`src/rtl/div4_vector_seq.sv`:
```
// Sequential radix-2 restoring divider: 4-limb dividend by 2-limb divisor, valid/ready on both sides.
// Define DIV4_VECTOR_STATS_EN to add saturating div_count/err_count handshake counters.
module div4_vector_seq #(
   parameter int unsigned LIMB_W = 16
) (
   input  logic              clk,
   input  logic              rst,
   input  logic              in_valid,
   output logic              in_ready,
   input  logic [LIMB_W-1:0] y3,
   input  logic [LIMB_W-1:0] y2,
   input  logic [LIMB_W-1:0] y1,
   input  logic [LIMB_W-1:0] y0,
   input  logic [LIMB_W-1:0] b1,
   input  logic [LIMB_W-1:0] b0,
   output logic              out_valid,
   input  logic              out_ready,
   output logic [LIMB_W-1:0] q1,
   output logic [LIMB_W-1:0] q0,
   output logic [LIMB_W-1:0] r1,
   output logic [LIMB_W-1:0] r0,
   output logic              err_dz,
   output logic              err_ovf
`ifdef DIV4_VECTOR_STATS_EN
   ,
   output logic [15:0]       div_count,
   output logic [15:0]       err_count
`endif
);

   localparam int unsigned W  = 2 * LIMB_W;
   localparam int unsigned N  = W;
   localparam int unsigned CW = $clog2(N);

   typedef enum logic [1:0] {IDLE, RUN, DONE} state_t;

   state_t state, state_nxt;

   logic [W-1:0]  div_in, y_hi, y_lo;
   logic [W-1:0]  d_work, s_work, r_work;
   logic [CW-1:0] cnt;
   logic [W-1:0]  q_res, r_res;
   logic [W:0]    t;
   logic [W-1:0]  r_step, q_step;
   logic          ge, dz, ovf, accept, last;

   assign div_in = {b1, b0};
   assign y_hi   = {y3, y2};
   assign y_lo   = {y1, y0};

   assign in_ready  = (state == IDLE);
   assign out_valid = (state == DONE);
   assign accept    = in_valid && in_ready;
   assign dz        = (div_in == '0);
   assign ovf       = !dz && (y_hi >= div_in);

   // Partial remainder stays below the divisor, so W bits hold it; only T needs the extra bit.
   assign t      = {r_work, s_work[W-1]};
   assign ge     = (t >= {1'b0, d_work});
   assign r_step = ge ? W'(t - {1'b0, d_work}) : t[W-1:0];
   assign q_step = {s_work[W-2:0], ge};
   assign last   = (cnt == CW'(N - 1));

   assign {q1, q0} = q_res;
   assign {r1, r0} = r_res;

   always_ff @(posedge clk or posedge rst) begin
      if (rst) begin
         state <= IDLE;
      end else begin
         state <= state_nxt;
      end
   end

   always_comb begin
      state_nxt = state;
      case (state)
         IDLE: begin
            if (accept) begin
               state_nxt = (dz || ovf) ? DONE : RUN;
            end
         end
         RUN: begin
            if (last) begin
               state_nxt = DONE;
            end
         end
         DONE: begin
            if (out_ready) begin
               state_nxt = IDLE;
            end
         end
         default: state_nxt = IDLE;
      endcase
   end

   // Dividend low half shifts out of s_work's MSB while quotient bits fill its LSB.
   always_ff @(posedge clk or posedge rst) begin
      if (rst) begin
         d_work  <= '0;
         s_work  <= '0;
         r_work  <= '0;
         cnt     <= '0;
         q_res   <= '0;
         r_res   <= '0;
         err_dz  <= 1'b0;
         err_ovf <= 1'b0;
      end else begin
         case (state)
            IDLE: begin
               if (accept) begin
                  if (dz) begin
                     q_res   <= '1;
                     r_res   <= y_lo;
                     err_dz  <= 1'b1;
                     err_ovf <= 1'b0;
                  end else if (ovf) begin
                     q_res   <= '1;
                     r_res   <= '0;
                     err_dz  <= 1'b0;
                     err_ovf <= 1'b1;
                  end else begin
                     d_work <= div_in;
                     r_work <= y_hi;
                     s_work <= y_lo;
                     cnt    <= '0;
                  end
               end
            end
            RUN: begin
               r_work <= r_step;
               s_work <= q_step;
               cnt    <= cnt + 1'b1;
               if (last) begin
                  q_res   <= q_step;
                  r_res   <= r_step;
                  err_dz  <= 1'b0;
                  err_ovf <= 1'b0;
               end
            end
            default: begin
            end
         endcase
      end
   end

`ifdef DIV4_VECTOR_STATS_EN
   always_ff @(posedge clk or posedge rst) begin
      if (rst) begin
         div_count <= '0;
         err_count <= '0;
      end else if (out_valid && out_ready) begin
         if (div_count != '1) begin
            div_count <= div_count + 1'b1;
         end
         if ((err_dz || err_ovf) && (err_count != '1)) begin
            err_count <= err_count + 1'b1;
         end
      end
   end
`endif

endmodule

```
`config.mk`:
```
export PLATFORM = sky130hd
export DESIGN_NAME = div4_vector_seq
export DESIGN_NICKNAME = d
export VERILOG_FILES = /design/src/rtl/div4_vector_seq.sv
export SDC_FILE = /design/constraint.sdc
export NUM_CORES = 1
export LEC_CHECK = 0
export ABC_AREA = 1
export BUFFER_PORTS_ARGS = -buffer_cell sky130_fd_sc_hd__buf_4
export CAP_MARGIN = 20
export CORE_MARGIN = 1.5
export CORE_UTILIZATION = 45
export DETAILED_ROUTE_END_ITERATION = 8
export PLACE_DENSITY = 0.69
export SETUP_SLACK_MARGIN = 0.3
export SKIP_LAST_GASP = 1
export SLEW_MARGIN = 20
export SYNTH_ARGS = -nofsm -noshare
export SYNTH_HDL_FRONTEND = slang
export SYNTH_SLANG_ARGS = --single-unit
```
`constraint.sdc`:
```
create_clock -name clk -period 11 [get_ports clk]
set_input_delay 2.2 -clock clk [delete_from_list [all_inputs] [get_ports clk]]
set_output_delay 2.2 -clock clk [all_outputs]
set_load 0.05 [all_outputs]
```
==> results.txt <==
----------------------------------------------------
[Status]
  Result of the run ... completed

[Logic synthesis]
  Number of enable-type register cells in the synthesized netlist ... 0
  Synthesized flop and latch total ... 169
  Dominant cell type by area after synthesis ... sky130_fd_sc_hd__dfrtp_1
  Warning count from the yosys run ... 0
  Top area cells in the synthesized netlist ... sky130_fd_sc_hd__dfrtp_1, sky130_fd_sc_hd__nand2_1, sky130_fd_sc_hd__ha_1
  Total standard cell area after synthesis ... 11300 sq um
  Sequential element share of the synthesized area ... approximately 37%
  Number of instances in the synthesized netlist ... roughly 1700
  Post-synthesis area per instance ... 6.81 sq um
  Distinct cell type count of the synthesized netlist ... 35
  Fraction of post-synthesis cell area in the top cell type by area ... about 37%
  Post-Syn Nets ... between 1500 and 2000
  Proportion of synthesized flip-flops having asynchronous set or reset ... 100%
  Most instantiated flip-flop cell in the synthesis netlist ... sky130_fd_sc_hd__dfrtp_1

[Routing]
  Wirelength, routed ... 36300 microns
  Vias ... approximately 11000
  Via-to-Cell Ratio ... roughly 5.2
  Pre-Repair DR Iteration Count ... 5
  Routed length per instance ... 17.0 microns
  Antenna-violating nets left ... 0
  Number of DRC violations after detailed routing ... 0
  Initial DRC Count ... roughly 920

[Cells and area]
  Post-layout nets ... approximately 2000
  Layout fillers ... between 2000 and 2500
  Inserted Diodes ... 0
  Register cell area after layout ... ~4200 sq um
  Multi-input logic area ... about 6000 sq um
  Fraction of layout cells with a size suffix above 1 ... a little over an eighth
  Area grow syn2layout ... 17.9%
  Non-filler cells, final ... ~2100

[Setup path]
  Worst r2r src ... r_work[20]$_DFFE_PP0P_
  Type of destination of the critical path ... flip-flop
  Largest fanout on the critical path ... 100
  Reg-to-reg setup timing slack ... roughly 7.6 ns
  Worst EP required ... 11.32 ns
  Number of cell instances on the worst register-to-register path ... 13
  Setup CP Type ... in -> reg
  Kind of start point of the critical path ... input pin
  Endpoint of the most critical register-to-register path ... r_work[29]$_DFFE_PP0P_
  Data arrival time of the critical path ... 5.08 ns

[Place]
  Worst slack, placed ... 5.80 ns
  Total instance count after detailed placement ... roughly 2100
  Port buffer count ... ~170
  Routability congestion estimate ... between 0.9 and 1
  Detail Placement HPWL ... roughly 28000 microns

[Timing]
  Maximum operating frequency ... about 210 MHz
  Post-route worst setup slack ... ~6.2 ns
  Setup repair after global routing missed its margin ... false
  Worst slew pin tran ... just under 1 ns
  Final period demand of the worst path ... approximately 4.8 ns
  Count of final hold-check violations ... 0
  Post-route clock skew ... approximately 0.016 ns
  Max-slew violation count ... 0
  Number of setup violations in the final report ... 0
  Total negative setup slack ... 0 ns
  Hold slack final ... approximately 0.48 ns
  Remaining max-slew budget at the tightest pin ... a little over a third
  Post-route clock period utilization ... a little over two fifths

[Hold path]
  Classification of the worst-slack hold path ... reg -> reg
  Hold Path Origin ... r_res[11]$_DFFE_PP0P_
  Worst hold path stage count ... 2
  Hold Path End ... r_res[11]$_DFFE_PP0P_

[Clock network]
  Clock Tree Root ... sky130_fd_sc_hd__clkbuf_16
  Number of gates resized after cts ... 0
  Number of clock sinks ... about 170
  CTS tree ... built
  Cts-stage hold buffer count ... 0
  Clock transition at the registers of the reported paths ... ~0.07 ns
  Number of buffers added by the clock tree synthesis step ... 17
  Source-to-sink clock delay at the later pin of the worst-skew pair ... about 0.44 ns
  Count of buffers added by post-CTS timing repair for setup ... 0
  Level count of the clock H-tree ... 4
  Deepest clock path buffer count ... 2

[GRT]
  Vias in the first global route ... ~11000
  Global-route wire length before repair ... 57300 microns
  Antenna violations before repair ... 0
  Total congestion overflow after global routing ... 0
  Maximum number of pins on one net before global-route repair ... around 100
  Total track usage ... 28.3%

[Power and ir drop]
  Share of total power consumed by net switching ... a little over half
  Sw power ... ~0.0026 W
  Part of the power in the clock network ... about an eighth
  Static leakage power ... 7.48 nW
  Part of the total power dissipated in combinational logic ... 63.9%
  Areal power density over the cells ... 351 nW/um^2
  Largest vdd supply drop ... between 0.00015 and 0.0002 V
  Cell-internal power ... approximately 0.0021 W
  Power share of the sequential group ... roughly 23%
  Overall power after layout ... about 0.0047 W

[Job]
  Maximum capacitance violations ... 0

[Die]
  DIE HEIGHT ... 162 microns
  Number of placement rows ... between 50 and 60
  Horizontal die dimension ... 162 microns
  Total die area ... between 20000 and 30000 sq um
  Num ports ... between 150 and 200
  Initial core utilization ... 46.2%
  Placeable Area ... ~25000 sq um

----------------------------------------------------
[state kept, by name, summed over array words and instances (netlist names)]
| register | flops |
|---|---|
| err_ovf | 1 |
| state | 2 |
| r_res | 32 |
| q_res | 32 |
| err_dz | 1 |
| r_work | 32 |
| d_work | 32 |
| cnt | 5 |
| s_work | 32 |
[per-layer routing]
layer	vias to the layer above	GRT usage [%]	part of all wire, %
li1	5531	-	-
met1	5221	38.6	45
met2	335	46.5	47
met3	42	3.22	5.4
met4	0	10.0	2.9
met5	-	0	0
[critical path, stage by stage]
cell and delay, ns:
sky130_fd_sc_hd__buf_4 0.10, sky130_fd_sc_hd__inv_1 0.04, sky130_fd_sc_hd__ha_1 0.30, sky130_fd_sc_hd__a21oi_1 0.14, sky130_fd_sc_hd__o21ai_0 0.12, sky130_fd_sc_hd__nor2_1 0.21, sky130_fd_sc_hd__nand2_1 0.10, sky130_fd_sc_hd__nor2_2 0.19
sky130_fd_sc_hd__nand3_4 0.14, sky130_fd_sc_hd__nand3_4 0.08, sky130_fd_sc_hd__buf_4 0.70, sky130_fd_sc_hd__inv_2 0.49, sky130_fd_sc_hd__nand2_1 0.17, sky130_fd_sc_hd__nand2_1 0.08
[cell families (layout without fill, tap and decap cells)]
kind of cell	count (synthesis)	in the layout	synth area share, %
and+or+nand+nor	961	961	35.7
buffers and inverters	277	425	9.84
AOI/OAI and AO/OA	177	177	8.59
DFF	169	169	37.3
adders and majority gates	67	67	7.46
xor gates and xnor gates	14	14	1.08
[synth_stat cells, types with 5 or more instances]
master	number
sky130_fd_sc_hd__buf_6	5
sky130_fd_sc_hd__nor3_1	14
sky130_fd_sc_hd__nor2_1	89
sky130_fd_sc_hd__a21oi_1	37
sky130_fd_sc_hd__ha_1	66
sky130_fd_sc_hd__and2_1	13
sky130_fd_sc_hd__buf_2	23
sky130_fd_sc_hd__o21ai_0	103
sky130_fd_sc_hd__o21bai_1	31
sky130_fd_sc_hd__clkbuf_1	29
sky130_fd_sc_hd__dfrtp_1	169
sky130_fd_sc_hd__nand2_1	646
sky130_fd_sc_hd__inv_1	204
sky130_fd_sc_hd__inv_2	11
sky130_fd_sc_hd__xor2_1	13
sky130_fd_sc_hd__nand4_1	46
sky130_fd_sc_hd__nand3_1	133
[layout by cell type, fill, tap and decap left out, types with 2 or more instances in the layout]
cell type and instances:
sky130_fd_sc_hd__nand2_1 646, sky130_fd_sc_hd__inv_1 203, sky130_fd_sc_hd__buf_4 178, sky130_fd_sc_hd__dfrtp_1 169
sky130_fd_sc_hd__nand3_1 133, sky130_fd_sc_hd__o21ai_0 103, sky130_fd_sc_hd__nor2_1 87, sky130_fd_sc_hd__ha_1 66
sky130_fd_sc_hd__nand4_1 46, sky130_fd_sc_hd__a21oi_1 37, sky130_fd_sc_hd__o21bai_1 31, sky130_fd_sc_hd__clkbuf_16 17
sky130_fd_sc_hd__nor3_1 14, sky130_fd_sc_hd__and2_1 13, sky130_fd_sc_hd__xor2_1 13, sky130_fd_sc_hd__inv_2 11
sky130_fd_sc_hd__nor2_2 5, sky130_fd_sc_hd__inv_8 5, sky130_fd_sc_hd__nand2_2 4, sky130_fd_sc_hd__nand3_4 3
sky130_fd_sc_hd__nor2_4 3, sky130_fd_sc_hd__nand3b_1 3, sky130_fd_sc_hd__clkinv_4 3, sky130_fd_sc_hd__clkinv_8 3
sky130_fd_sc_hd__o21a_1 2, sky130_fd_sc_hd__o21ai_1 2, sky130_fd_sc_hd__inv_6 2, sky130_fd_sc_hd__clkinvlp_4 2
[power by group through the flow]
stage | clock [W] | sequential, W | combinational, W
floorplan | 0 | 0.00143 | 0.00183
global placement | 0 | 0.00109 | 0.00295
detailed placement | 0 | 0.00110 | 0.00297
CTS | 0.000612 | 0.00109 | 0.00299
global route | 0.000636 | 0.00112 | 0.00334
finish | 0.000605 | 0.00109 | 0.00300
[metrics by stage]
step	area [sq um]	utilization, %
final	13400	54.5
after global routing	13400	54.5
after CTS	13400	54.5
after detailed placement	12800	52.1
after global placement	12800	52.1
after floorplan	11300	-
[layout make-up]
| type | count | area share, % |
|---|---|---|
| clock buffer | 18 | 3.21 |
| clock inverter | 14 | 1.16 |
| inverter | 215 | 6.08 |
| multi-input combinational | 1219 | 44.9 |
| sequential | 169 | 31.6 |
| tap | 324 | 3.03 |
| timing repair buffer | 178 | 10.0 |
[how the worst max path moves through the flow]
stage,startpoint,endpoint,slack [ns],cells past startpoint
6_report,b1[15],r_res[21]$_DFFE_PP0P_,6.25,14
5_1_grt,b1[15],r_res[2]$_DFFE_PP0P_,5.98,14
4_1_cts,y3[15],r_res[16]$_DFFE_PP0P_,6.25,13
3_5_place_dp,y3[15],r_res[3]$_DFFE_PP0P_,5.80,13
3_3_place_gp,y3[15],state[1]$_DFFE_PP0P_,5.83,13
2_1_floorplan,rst,cnt[0]$_DFFE_PP0P_,4.22,1
Power figures use the tool's default switching activity.
